<file path="src/rtl/pwm_duty_decoder.sv">
// pwm_duty_decoder: measures high cycles per rise-to-rise PWM frame.
// Ports: SLK, rst_n, pwm_in -> duty_out[DW], duty_valid, period_err.
module pwm_duty_decoder #(
  parameter int PERIOD = 10,
  parameter int DW     = 4
) (
  input  logic          SLK,
  input  logic          rst_n,
  input  logic          pwm_in,
  output logic [DW-1:0] duty_out,
  output logic          duty_valid,
  output logic          period_err
);

  localparam int CW = $clog2(2*PERIOD+1);

  localparam logic [CW-1:0] PER  = CW'(PERIOD);
  localparam logic [CW-1:0] TMO1 = CW'(PERIOD-1);
  localparam logic [CW-1:0] MAXC = CW'(2*PERIOD);
  localparam logic [DW-1:0] FULL = DW'(PERIOD);

  typedef enum logic {
    WAIT_EDGE,
    MEASURE
  } state_t;

  state_t        state_q;
  logic          s1_q, s2_q, s3_q;
  logic          rise_q, lvl_q;
  logic [CW-1:0] per_q, hi_q;
  logic [DW-1:0] duty_q;
  logic          valid_q, err_q;

  function automatic logic [CW-1:0] sat_inc(
    input logic [CW-1:0] v
  );
    return (v == MAXC) ? v : v + 1'b1;
  endfunction

  assign duty_out   = duty_q;
  assign duty_valid = valid_q;
  assign period_err = err_q;

  // rise_q is the registered edge detect; lvl_q is s2 delayed
  // by the same stage so level and edge describe one sample.
  always_ff @(posedge SLK or negedge rst_n) begin
    if (!rst_n) begin
      state_q <= WAIT_EDGE;
      s1_q    <= 1'b0;
      s2_q    <= 1'b0;
      s3_q    <= 1'b0;
      rise_q  <= 1'b0;
      lvl_q   <= 1'b0;
      per_q   <= '0;
      hi_q    <= '0;
      duty_q  <= '0;
      valid_q <= 1'b0;
      err_q   <= 1'b0;
    end else begin
      s1_q    <= pwm_in;
      s2_q    <= s1_q;
      s3_q    <= s2_q;
      rise_q  <= s2_q & ~s3_q;
      lvl_q   <= s2_q;
      valid_q <= 1'b0;
      unique case (state_q)
        WAIT_EDGE: begin
          if (rise_q) begin
            state_q <= MEASURE;
            per_q   <= CW'(1);
            hi_q    <= CW'(1);
          end else if (per_q == TMO1) begin
            duty_q  <= lvl_q ? FULL : '0;
            err_q   <= 1'b0;
            valid_q <= 1'b1;
            per_q   <= '0;
          end else begin
            per_q <= sat_inc(per_q);
          end
        end
        MEASURE: begin
          if (rise_q) begin
            duty_q  <= (hi_q > PER) ? FULL : DW'(hi_q);
            err_q   <= (per_q != PER);
            valid_q <= 1'b1;
            per_q   <= CW'(1);
            hi_q    <= CW'(1);
          end else if (per_q == MAXC) begin
            // no rise for two frames: line is stuck
            duty_q  <= lvl_q ? FULL : '0;
            err_q   <= 1'b0;
            valid_q <= 1'b1;
            per_q   <= '0;
            state_q <= WAIT_EDGE;
          end else begin
            per_q <= sat_inc(per_q);
            if (lvl_q) hi_q <= sat_inc(hi_q);
          end
        end
      endcase
    end
  end

endmodule
</file>
<file path="config.mk">
export PLATFORM = sky130hd
export DESIGN_NAME = pwm_duty_decoder
export DESIGN_NICKNAME = d
export VERILOG_FILES = /design/src/rtl/pwm_duty_decoder.sv
export SDC_FILE = /design/constraint.sdc
export NUM_CORES = 1
export LEC_CHECK = 0
export BUFFER_PORTS_ARGS = -buffer_cell sky130_fd_sc_hd__buf_4
export CORE_MARGIN = 8
export CORE_UTILIZATION = 35
export CTS_BUF_LIST = sky130_fd_sc_hd__clkbuf_8
export CTS_CLUSTER_DIAMETER = 100
export DETAILED_ROUTE_END_ITERATION = 12
export GPL_TIMING_DRIVEN = 0
export SLEW_MARGIN = 20
export SYNTH_ARGS = -nofsm -noshare
export SYNTH_HDL_FRONTEND = slang
export SYNTH_SLANG_ARGS = --single-unit
</file>
<file path="constraint.sdc">
create_clock -name SLK -period 1.9 [get_ports SLK]
set_input_delay 0.095 -clock SLK [delete_from_list [all_inputs] [get_ports SLK]]
set_output_delay 0.095 -clock SLK [all_outputs]
set_load 0.01 [all_outputs]
</file>
==> results.sh <==
export IMPL_end_kind="flip-flop"
export IMPL_syn_avg_cell_area_sq_um=11.7
export IMPL_worstPathArrival_ns=1.91
export IMPL_ios=9
export IMPL_yosysSeqAreaShare_pct=46.9
export IMPL_hold_class="in2async"
export IMPL_cts_tree="done"
export IMPL_placeableCoreArea_sq_mm=0.00305
export IMPL_place_area_sq_mm=0.00124
export IMPL_cts_sink_count=21
export IMPL_ys_seq_elements=21
export IMPL_rows=20
export IMPL_path_max_fanout=9
export IMPL_fin_crit_sh_pct=92.3
export IMPL_finalMaxSlewViolations=0
export IMPL_rsz0062_at_grt="no"
export IMPL_drt_initial_drc_count=8
export IMPL_first_global_vias=757
export IMPL_fin_ws_ns=0.146
export IMPL_routed_wl_mm=1.98
export IMPL_grt_pass1_wl_mm=3.44
export IMPL_fillerInstances=309
export IMPL_finalHoldViolations=0
export IMPL_vias=745
export IMPL_post_cts_setup_buffers=0
export IMPL_die_area_sq_mm=0.00527
export IMPL_startpoint_type="flip-flop"
export IMPL_grtUsageTotal_pct=8.47
export IMPL_die_y_um=72.6
export IMPL_fmax_ghz=0.570
export IMPL_cts_max_path_buffers=2
export IMPL_viasPerCell=4.84
export IMPL_clock_skew_ns=0.00364
export IMPL_antennaDiodeCount=0
export IMPL_seqCellArea_sq_um=527
export IMPL_syn_area_sq_mm=0.00112
export IMPL_cts_root_buf="clkbuf_8"
export IMPL_leakage_nw=0.572
export IMPL_drive_gt1_share_pct=20.9
export IMPL_yosysTopAreaCellShare_pct=46.9
export IMPL_tritoncts_num_buffers=3
export IMPL_status="completed"
export IMPL_fin_crit_ns=1.75
export IMPL_initial_core_util_pct=36.7
export IMPL_fin_nets=121
export IMPL_clock_latency_ns=0.26
export IMPL_dpl_hpwl_mm=1.44
export IMPL_grt_overflow_total=0
export IMPL_yosys_warnings=0
export IMPL_synth_area_leader_cell="dfrtp_1"
export IMPL_tightest_slew_ns=0.437
export IMPL_drtPass1Iterations=4
export IMPL_finalInstanceArea_sq_mm=0.00130
export IMPL_multiInputGateArea_sq_um=546
export IMPL_relSlewSlack_pct=70.8
export IMPL_grt_start_max_net_pins=22
export IMPL_worstSetupPathType="reg2reg"
export IMPL_postLayoutCoreUtil_pct=42.7
export IMPL_antenna_left=0
export IMPL_ir_worst_vdd_mv=0.471
export IMPL_synth_nets=106
export IMPL_htree_levels=1
export IMPL_synth_area_top_cells="dfrtp_1 (47%), ha_1 (7.8%), nor4b_4 (4.2%)"
export IMPL_syn_to_final_growth_pct=16.2
export IMPL_synthCells=96
export IMPL_drc=0
export IMPL_setup_tns_final_ns=0
export IMPL_synth_distinct_cells=35
export IMPL_setup_viol=0
export IMPL_wl_per_cell_um=12.8
export IMPL_required_ns=2.05
export IMPL_path_clk_slew_ns=0.08
export IMPL_place_ws_ns=0.112
export IMPL_power_density_mw_per_mm2=1080
export IMPL_antenna_found_initial=0
export IMPL_drv_cap=0
export IMPL_fp_dieW_um=72.6
export IMPL_io_buffers=8
export IMPL_globalplace_congestion=0.781
==> path summary, 6_finish.rpt <==
| check | startpoint | end | slack, ns | cells after the start |
|---|---|---|---|---|
| max | per_q[0] | duty_out[3] | 0.15 | 7 |
| min | rst_n | duty_valid | 0.25 | 2 |
| max reg2reg | per_q[0] | duty_out[3] | 0.15 | 7 |
| min reg2reg | s1_q | s2_q | 0.35 | 0 |
| max in group asynchronous | rst_n | per_q[0] | 1.42 | 2 |
| min in group SLK | s1_q | s2_q | 0.35 | 0 |
==> cell usage after synthesis (all sizes together) <==
cell type / n
a2111oi: 2
a21boi: 1
a21o: 2
a21oi: 2
a221o: 1
a31o: 1
a31oi: 1
and3b: 2
and4b: 2
buf: 2
clkbuf: 1
dfrtp: 21
ha: 7
inv: 8
mux2: 1
mux2i: 2
nand2: 3
nand2b: 1
nand3: 6
nand3b: 1
nand4b: 1
nor2: 6
nor2b: 1
nor3: 4
nor3b: 1
nor4: 1
nor4b: 2
o21ai: 6
o32ai: 1
or3: 1
xnor2: 4
xor2: 1
==> stage by stage <==
stage               instances  hold WS [ns]  power, mW
floorplan                  96        -0.201      0.967
global placement          148      -0.00952       1.10
detailed placement        148      -0.00639       1.12
CTS                       154         0.247       1.42
global route              154         0.272       1.51
finish                    154         0.250       1.40
==> worst max-delay path, cell delays in order, from the launching register on <==
cell	delay (ns)
dfrtp_2	0.42
inv_1	0.07
ha_1	0.21
and4b_1	0.21
buf_6	0.15
o21ai_4	0.16
o21ai_4	0.11
mux2_4	0.31
==> where the power goes <==
group	switching (mW)	internal, mW	leakage, nW
combinational	0.200	0.220	0.289
clock	0.148	0.144	0.0269
sequential	0.128	0.560	0.257
==> layer usage <==
| layer | vias up | share of wire (%) | global-route usage, % | routed length, um |
|---|---|---|---|---|
| met4 | 0 | 1.8 | 5.56 | 36 |
| met5 | - | 0 | 0 | 0 |
| met2 | 6 | 47 | 12.2 | 921 |
| met3 | 5 | 2.4 | 2.61 | 48 |
| met1 | 364 | 49 | 10.6 | 968 |
| li1 | 370 | - | - | - |
==> what timing repair did <==
action                                  in CTS  in global routing
hold buffers                                 2                  0
hold endpoints to repair                    22                  0
endpoints found under the setup margin       0                  1
resized for setup                            0                  1
==> final cells by class <==
class / count / share of cell area, %
multi-input cells: 64 / 41.9
flip-flops and latches: 21 / 40.4
repair buffers: 10 / 6.15
well taps: 44 / 4.23
clock buffers: 3 / 3.17
inverters: 8 / 2.31
plain buffers: 3 / 1.54
clock inverters: 1 / 0.288
==> kinds of logic (layout without fill, tap and decap cells) <==
| logic type | Yosys count | after routing | synth area share [%] |
|---|---|---|---|
| XOR/XNOR | 5 | 5 | 3.91 |
| AO/OA/AOI/OAI | 17 | 17 | 12.2 |
| multiplexers | 3 | 3 | 3.12 |
| buffers and inverters | 11 | 25 | 4.46 |
| adder cells (fa/ha/maj) | 7 | 7 | 7.81 |
| AND/OR/NAND/NOR | 32 | 32 | 21.7 |
| flip-flops | 21 | 21 | 46.9 |
==> placed cells by master (no fill, tap or decap), drive strengths merged, types with 2 or more instances in the layout <==
cell type,count
inv,9
buf,10
a2111oi,2
a21o,2
mux2i,2
nand2,3
dlygate4sd3,2
nor3,4
ha,7
o21ai,6
nor2,6
clkbuf,4
a21oi,2
nor4b,2
xnor2,4
and4b,2
and3b,2
nand3,6
dfrtp,21
(Power assumes the default switching activity.)
